### src/rtl/multicycle_controller.sv
// Sequencing FSM for the multicycle RV32I core: one state per cycle, driving every datapath enable and mux select.
// Build option: define ILLEGAL_TRAP_EN to park unknown opcodes in a TRAP state; otherwise they retire as NOPs.
module multicycle_controller #(
   parameter logic [3:0] RESET_STATE = 4'd0
) (
   input  logic       clk,
   input  logic       rst,
   input  logic [6:0] op,
   input  logic [2:0] funct3,
   input  logic       funct7_5,
   input  logic       zero,
   input  logic       mem_ready,
   output logic       mem_req,
   output logic       adrsrc,
   output logic       memwr,
   output logic       IRwrite,
   output logic       PCwrite,
   output logic       regwr,
   output logic [1:0] ALUsrcA,
   output logic [1:0] ALUsrcB,
   output logic [1:0] ALUctrl,
   output logic [1:0] resultsrc,
   output logic [1:0] immsrc,
   output logic [3:0] state,
   output logic       trap
);

   localparam logic [3:0] ST_FETCH    = 4'd0;
   localparam logic [3:0] ST_DECODE   = 4'd1;
   localparam logic [3:0] ST_MEMADR   = 4'd2;
   localparam logic [3:0] ST_MEMREAD  = 4'd3;
   localparam logic [3:0] ST_MEMWB    = 4'd4;
   localparam logic [3:0] ST_MEMWRITE = 4'd5;
   localparam logic [3:0] ST_EXECR    = 4'd6;
   localparam logic [3:0] ST_EXECI    = 4'd7;
   localparam logic [3:0] ST_ALUWB    = 4'd8;
   localparam logic [3:0] ST_BEQ      = 4'd9;
   localparam logic [3:0] ST_JAL      = 4'd10;
   localparam logic [3:0] ST_TRAP     = 4'd11;

   localparam logic [6:0] OP_LW   = 7'b0000011;
   localparam logic [6:0] OP_SW   = 7'b0100011;
   localparam logic [6:0] OP_R    = 7'b0110011;
   localparam logic [6:0] OP_I    = 7'b0010011;
   localparam logic [6:0] OP_BEQ  = 7'b1100011;
   localparam logic [6:0] OP_JAL  = 7'b1101111;

   localparam logic [1:0] SRCA_PC    = 2'b00;
   localparam logic [1:0] SRCA_OLDPC = 2'b01;
   localparam logic [1:0] SRCA_RS1   = 2'b10;

   localparam logic [1:0] SRCB_RS2  = 2'b00;
   localparam logic [1:0] SRCB_IMM  = 2'b01;
   localparam logic [1:0] SRCB_FOUR = 2'b10;

   localparam logic [1:0] ALU_ADD = 2'b00;
   localparam logic [1:0] ALU_SUB = 2'b01;
   localparam logic [1:0] ALU_AND = 2'b10;
   localparam logic [1:0] ALU_OR  = 2'b11;

   localparam logic [1:0] RES_ALUOUT = 2'b00;
   localparam logic [1:0] RES_RDATA  = 2'b01;
   localparam logic [1:0] RES_ALU    = 2'b10;

   localparam logic [1:0] IMM_I = 2'b00;
   localparam logic [1:0] IMM_S = 2'b01;
   localparam logic [1:0] IMM_B = 2'b10;
   localparam logic [1:0] IMM_J = 2'b11;

   logic [3:0] state_q;
   logic [3:0] next_state;

   logic       fsm_mem_req;
   logic       fsm_adrsrc;
   logic       fsm_memwr;
   logic       fsm_irwrite;
   logic       fsm_pcwrite;
   logic       fsm_regwr;
   logic [1:0] fsm_srca;
   logic [1:0] fsm_srcb;
   logic [1:0] fsm_aluctrl;
   logic [1:0] fsm_resultsrc;
   logic [1:0] alu_dec;
`ifdef ILLEGAL_TRAP_EN
   logic       fsm_trap;
`endif

   always_ff @(posedge clk) begin
      if (!rst) state_q <= RESET_STATE;
      else      state_q <= next_state;
   end

   assign state = state_q;

   // funct7_5 only selects subtract for R-type; addi never subtracts.
   always_comb begin
      alu_dec = ALU_ADD;
      case (funct3)
         3'b000:  alu_dec = (op == OP_R && funct7_5) ? ALU_SUB : ALU_ADD;
         3'b111:  alu_dec = ALU_AND;
         3'b110:  alu_dec = ALU_OR;
         default: alu_dec = ALU_ADD;
      endcase
   end

   always_comb begin
      immsrc = IMM_I;
      case (op)
         OP_SW:   immsrc = IMM_S;
         OP_BEQ:  immsrc = IMM_B;
         OP_JAL:  immsrc = IMM_J;
         default: immsrc = IMM_I;
      endcase
   end

   // Memory handshake: mem_req is held until a cycle with mem_ready high, which
   // completes the request; mem_ready is don't-care whenever mem_req is low.
   always_comb begin
      next_state    = ST_FETCH;
      fsm_mem_req   = 1'b0;
      fsm_adrsrc    = 1'b0;
      fsm_memwr     = 1'b0;
      fsm_irwrite   = 1'b0;
      fsm_pcwrite   = 1'b0;
      fsm_regwr     = 1'b0;
      fsm_srca      = SRCA_PC;
      fsm_srcb      = SRCB_RS2;
      fsm_aluctrl   = ALU_ADD;
      fsm_resultsrc = RES_ALUOUT;
`ifdef ILLEGAL_TRAP_EN
      fsm_trap      = 1'b0;
`endif
      case (state_q)
         ST_FETCH: begin
            fsm_mem_req   = 1'b1;
            fsm_srca      = SRCA_PC;
            fsm_srcb      = SRCB_FOUR;
            fsm_aluctrl   = ALU_ADD;
            fsm_resultsrc = RES_ALU;
            fsm_irwrite   = mem_ready;
            fsm_pcwrite   = mem_ready;
            next_state    = mem_ready ? ST_DECODE : ST_FETCH;
         end
         ST_DECODE: begin
            fsm_srca    = SRCA_OLDPC;
            fsm_srcb    = SRCB_IMM;
            fsm_aluctrl = ALU_ADD;
            case (op)
               OP_LW, OP_SW: next_state = ST_MEMADR;
               OP_R:         next_state = ST_EXECR;
               OP_I:         next_state = ST_EXECI;
               OP_BEQ:       next_state = ST_BEQ;
               OP_JAL:       next_state = ST_JAL;
`ifdef ILLEGAL_TRAP_EN
               default:      next_state = ST_TRAP;
`else
               default:      next_state = ST_FETCH;
`endif
            endcase
         end
         ST_MEMADR: begin
            fsm_srca    = SRCA_RS1;
            fsm_srcb    = SRCB_IMM;
            fsm_aluctrl = ALU_ADD;
            next_state  = (op == OP_LW) ? ST_MEMREAD : ST_MEMWRITE;
         end
         ST_MEMREAD: begin
            fsm_mem_req   = 1'b1;
            fsm_adrsrc    = 1'b1;
            fsm_resultsrc = RES_ALUOUT;
            next_state    = mem_ready ? ST_MEMWB : ST_MEMREAD;
         end
         ST_MEMWB: begin
            fsm_resultsrc = RES_RDATA;
            fsm_regwr     = 1'b1;
            next_state    = ST_FETCH;
         end
         ST_MEMWRITE: begin
            // The write strobe is held across wait cycles; memory must tolerate it.
            fsm_mem_req   = 1'b1;
            fsm_adrsrc    = 1'b1;
            fsm_memwr     = 1'b1;
            fsm_resultsrc = RES_ALUOUT;
            next_state    = mem_ready ? ST_FETCH : ST_MEMWRITE;
         end
         ST_EXECR: begin
            fsm_srca    = SRCA_RS1;
            fsm_srcb    = SRCB_RS2;
            fsm_aluctrl = alu_dec;
            next_state  = ST_ALUWB;
         end
         ST_EXECI: begin
            fsm_srca    = SRCA_RS1;
            fsm_srcb    = SRCB_IMM;
            fsm_aluctrl = alu_dec;
            next_state  = ST_ALUWB;
         end
         ST_ALUWB: begin
            fsm_resultsrc = RES_ALUOUT;
            fsm_regwr     = 1'b1;
            next_state    = ST_FETCH;
         end
         ST_BEQ: begin
            fsm_srca      = SRCA_RS1;
            fsm_srcb      = SRCB_RS2;
            fsm_aluctrl   = ALU_SUB;
            fsm_resultsrc = RES_ALUOUT;
            fsm_pcwrite   = zero;
            next_state    = ST_FETCH;
         end
         ST_JAL: begin
            // PC takes the target computed into ALUOut during DECODE; ALUWB then writes oldPC+4.
            fsm_srca      = SRCA_OLDPC;
            fsm_srcb      = SRCB_FOUR;
            fsm_aluctrl   = ALU_ADD;
            fsm_resultsrc = RES_ALUOUT;
            fsm_pcwrite   = 1'b1;
            next_state    = ST_ALUWB;
         end
         ST_TRAP: begin
`ifdef ILLEGAL_TRAP_EN
            fsm_trap   = 1'b1;
            next_state = ST_TRAP;
`else
            next_state = ST_FETCH;
`endif
         end
         default: next_state = ST_FETCH;
      endcase
   end

   // During reset all strobes are suppressed and the selects show their FETCH values.
   assign mem_req   = rst & fsm_mem_req;
   assign memwr     = rst & fsm_memwr;
   assign IRwrite   = rst & fsm_irwrite;
   assign PCwrite   = rst & fsm_pcwrite;
   assign regwr     = rst & fsm_regwr;
   assign adrsrc    = rst ? fsm_adrsrc    : 1'b0;
   assign ALUsrcA   = rst ? fsm_srca      : SRCA_PC;
   assign ALUsrcB   = rst ? fsm_srcb      : SRCB_FOUR;
   assign ALUctrl   = rst ? fsm_aluctrl   : ALU_ADD;
   assign resultsrc = rst ? fsm_resultsrc : RES_ALU;
`ifdef ILLEGAL_TRAP_EN
   assign trap      = rst & fsm_trap;
`else
   assign trap      = 1'b0;
`endif

endmodule

### config.mk
export PLATFORM = sky130hd
export DESIGN_NAME = multicycle_controller
export DESIGN_NICKNAME = d
export VERILOG_FILES = /design/src/rtl/multicycle_controller.sv
export SDC_FILE = /design/constraint.sdc
export NUM_CORES = 1
export LEC_CHECK = 0
export ABC_AREA = 1
export BUFFER_PORTS_ARGS = -buffer_cell sky130_fd_sc_hd__buf_2
export CAP_MARGIN = 10
export CORE_AREA = 5 5 42 44
export CTS_CLUSTER_DIAMETER = 150
export DETAILED_ROUTE_END_ITERATION = 12
export DIE_AREA = 0 0 47 49
export MAX_ROUTING_LAYER = met4
export PLACE_DENSITY = 0.87
export SKIP_CTS_REPAIR_TIMING = 1
export SYNTH_ARGS = -nofsm -noshare
export SYNTH_HDL_FRONTEND = slang
export SYNTH_SLANG_ARGS = --single-unit
### constraint.sdc
create_clock -name clk -period 2.32 [get_ports clk]
set_input_delay 0.232 -clock clk [delete_from_list [all_inputs] [get_ports clk]]
set_output_delay 0.232 -clock clk [all_outputs]
set_load 0.02 [all_outputs]
### After elaboration in Yosys (flattened, before gate mapping)

Cells that the tools add are included.

* equal/unequal tests: 18
* muxes and demuxes: 24
* bitwise operators: 5
* reduce and logical (&&, ||, !) cells: 13

Operators by type and width (count)
* 4-bit case mux with 6 select lines: 1
* 4-bit case mux with 5 select lines: 1
* 4-bit by 3-bit == test with 1-bit output (second input constant): 4
* 2-bit case mux with 2 select lines: 4
* 7-bit by 6-bit == test with 1-bit output (second input constant): 2
* 7-bit == test (second input constant): 2
* 4-bit == test (second input constant): 3
* 2-bit case mux with 3 select lines: 2
* 2-bit OR reduction: 6
* 3-bit 2-to-1 mux: 3
* 3-bit OR reduction: 3
* 4-bit by 2-bit == test with 1-bit output (second input constant): 2
* 1-bit 2-to-1 mux: 8
* 2-bit 2-to-1 mux: 4
* 7-bit by 2-bit == test with 1-bit output (second input constant): 1
* 7-bit by 5-bit == test with 1-bit output (second input constant): 1
* 3-bit == test (second input constant): 2
* 1-bit bitwise AND: 5
* 4-bit by 1-bit == test with 1-bit output (second input constant): 1
* 4-bit logical NOT: 1
* 4-bit OR reduction: 1
* 3-bit logical NOT: 1
* 1-bit case mux with 3 select lines: 1
* 1-bit logical AND: 1

* bits in registers: 4
* input bits: 15
* output and inout bits: 21
* logic and storage cells: 61

### Longest topological paths before layout

* word-level depth: 6
* mapped depth: 9
* gate-level depth less buffers: 9

### Worst setup path after synthesis

OpenSTA, ideal clock, no wires.

* kind: reg2out
* from: register state_q[3] (netlist: state[3])
* to: output PCwrite
* arrival: 1.354 ns
* required time: 2.088 ns
* setup slack: 0.734 ns
* cell stages (with the launch flop): 7
* buffers on the path: 0
* path through: dfxtp_1 inv_1 nor2_1 inv_1 nor2_1 inv_1 a31oi_1

* longest elaborated chain between the ends: 3
* elaborated cells on any way between the ends: 5
* classes of those cells: 2 x eq/ne; 1 x mux; 1 x bitwise; 1 x reduce/logical

Ends and longest elaborated chain
* from (decl): RTL line 70 `logic [3:0] state_q;`
* from (signal assigned): RTL line 90 `else state_q <= next_state;`
* 4-bit == test / 4-bit logical NOT (equally long branches): RTL line 133 `case (state_q)`
* 1-bit case mux with 3 select lines *: RTL line 133
* 1-bit bitwise AND *: RTL line 236 `assign PCwrite = rst & fsm_pcwrite;`
* to (decl): RTL line 17 `output logic PCwrite,`

Every way passes the cells marked *; elsewhere a longest branch is shown, timed or not.

### Worst setup path after layout

Ends and elaborated chain as after synthesis.

==> key figures <==
Clocking
  • Clock latency on the worst-skew pair: 0.23 ns
  • Worst-path clk slew: 0.03 ns
  • CTS tree: done
  • Root Driver: clkbuf_4
  • Clock Path Buffers: 2
  • CTS H-tree lvls: 1
  • CTS buffer count: 3
  • CTS Sinks: 4

Floorplanning
  • Die Y: 49 microns
  • IO Pins: 36
  • Initial core utilization: 0.385
  • Floorplan row count: 14
  • Die X: 47 microns
  • Die footprint: 2300 sq um
  • Core footprint: 1400 sq um

Timing
  • Fin crit share: 0.729
  • Max Clock Skew: 0.000780 ns
  • Final setup viols: 0
  • Final hold violation count: 0
  • Unrepaired setup endpoints after global routing: false
  • Slew Viols, Final: 0
  • Fmax: 591 MHz
  • Total negative slack: 0 ns
  • Tmin final: 1.69 ns

Finish
  • Max FFs per register: 4
  • Register area: 80.1 sq um
  • Layout net count: 160
  • Final Cell Area: 741 sq um
  • Fillers: 152
  • Layout cells sized above 1: 0.294
  • N_diodes: 0
  • Synth-to-Final Area Change: 37.4%
  • Multi-input logic area: 365 sq um

Synth
  • Post-Synthesis Net Count: 123
  • Yosys warnings: 0
  • Register area share after synthesis: 0.148
  • Mapped Cells: 108
  • Avg Inst Size Synth: 4.99 sq um
  • Netlist cell types: 20
  • Post-synthesis register bit count: 4
  • Syn Std Cell Area: 539 sq um

Worst setup path
  • CP required: 2.09 ns
  • Crit path launch type: register
  • Critical Path End Type: output port
  • Critical Path AT: 1.46 ns
  • Worst Setup Path Type: register to output port
  • CP Max Fanout: 3

Drt
  • DR WL/cell: 9.86 microns
  • Starting DRT DRC Count: 19
  • Routed Antenna Nets: 0
  • DRC errors left: 0
  • Vias per cell: 4.87
  • Post-Route WL: 1570 microns
  • 1st-pass router iterations: 4
  • Total number of vias: 775

Global routing
  • First-pass GRT wire length: 2750 microns
  • Vias in the first global route: 722
  • Gr ovfl total: 0
  • GRT Util Overall: 0.159
  • Initial antenna violation count: 0
  • Largest net degree at the start of global routing: 12

Place
  • Placed Area: 718 sq um
  • # port buffers: 34
  • Placer Congestion: 0.932
  • DP HPWL: 1360 microns

Worst hold path
  • Hold WC Path Type: primary input to register

Power and ir drop
  • VDD IR max: 0.000204 V
  • Pwr per Cell Area: 300 nW/um^2
  • Lkg Pwr: 0.475 nW

Run status
  • Status: completed

Flow run
  • Max Cap Viol: 0
-- final cells by class --
type / count / share of cell area
inverters: 22 / 0.111
flip-flops and latches: 4 / 0.108
repair buffers: 34 / 0.230
clock buffers: 3 / 0.0304
well taps: 16 / 0.0270
multi-input cells: 80 / 0.493
-- synth_stat cells (all sizes together) --
master,instances,area (sq um)
a21boi,1,7.51
a21oi,6,30.0
a31oi,3,18.8
and3,1,6.26
buf,1,7.51
clkbuf,1,3.75
conb,1,3.75
dfxtp,4,80.1
inv,22,82.6
nand2,27,101
nand3,11,60.1
nand4,2,12.5
nor2,24,103
nor3,1,5.00
o21ai,2,10.0
o31ai,1,7.51
-- report_power, final --
group	switching [W]	internal, W
Combinational	0.0000442	0.0000243
Clock	0.0000235	0.0000575
Sequential	0.00000213	0.0000705
-- final timing paths --
path	cells after the start	slack [ns]	end	startpoint
max	7	0.63	PCwrite	state[3]
max reg2reg	8	1.12	state[2]	state[1]
min reg2reg	4	0.75	state[0]	state[0]
min	3	0.30	state[2]	rst
-- cells in the final DEF, fill, tap and decap left out --
| master | Yosys | final |
|---|---|---|
| nand3_2 | 1 | 1 |
| a21boi_0 | 1 | 1 |
| clkbuf_4 | 0 | 3 |
| nor2_4 | 1 | 1 |
| o21ai_0 | 2 | 2 |
| o31ai_1 | 1 | 1 |
| nand3_1 | 10 | 10 |
| and3_1 | 1 | 1 |
| a31oi_1 | 3 | 3 |
| inv_2 | 1 | 1 |
| buf_2 | 0 | 34 |
| nor3_1 | 1 | 1 |
| dfxtp_1 | 4 | 4 |
| a21oi_1 | 6 | 6 |
| conb_1 | 1 | 1 |
| nand4_1 | 2 | 2 |
| nand2_1 | 27 | 27 |
| inv_1 | 21 | 21 |
| nor2_1 | 21 | 21 |
| nor2_2 | 2 | 2 |
-- cell families (layout without fill, tap and decap cells) --
logic type,count (synthesis),count (layout),synth area share
AND/OR/NAND/NOR,66,66,0.534
other,1,1,0.00695
flip-flops,4,4,0.148
buffers and inverters,24,59,0.174
AO/OA/AOI/OAI,13,13,0.137
-- per-layer routing --
| layer | routed length, microns | track usage | vias up | share of wire |
|---|---|---|---|---|
| met5 | 0 | - | - | 0 |
| met4 | 10 | 0.0599 | 0 | 0.0064 |
| met3 | 103 | 0.0406 | 2 | 0.066 |
| met2 | 849 | 0.269 | 23 | 0.54 |
| met1 | 604 | 0.168 | 340 | 0.39 |
| li1 | - | - | 410 | - |
-- through the flow --
step | total power [W] | util | std cells | worst slack, ns | hold WS, ns
2_1_floorplan | 0.000115 | - | 108 | 0.734 | 0.330
3_3_place_gp | 0.000141 | 0.513 | 156 | 0.908 | 0.538
3_5_place_dp | 0.000142 | 0.513 | 156 | 0.874 | 0.530
4_1_cts | 0.000225 | 0.529 | 159 | 0.625 | 0.294
5_1_grt | 0.000242 | 0.529 | 159 | 0.451 | 0.306
6_report | 0.000222 | 0.529 | 159 | 0.628 | 0.299
-- worst max-delay path: stages, from the launching register on --
cell and delay [ns]:
dfxtp_1 0.38, inv_1 0.07, nor2_1 0.17, inv_1 0.08, nor2_1 0.16, inv_1 0.08
a31oi_1 0.11, buf_2 0.18
No activity file was read; power rests on OpenSTA's default activity.
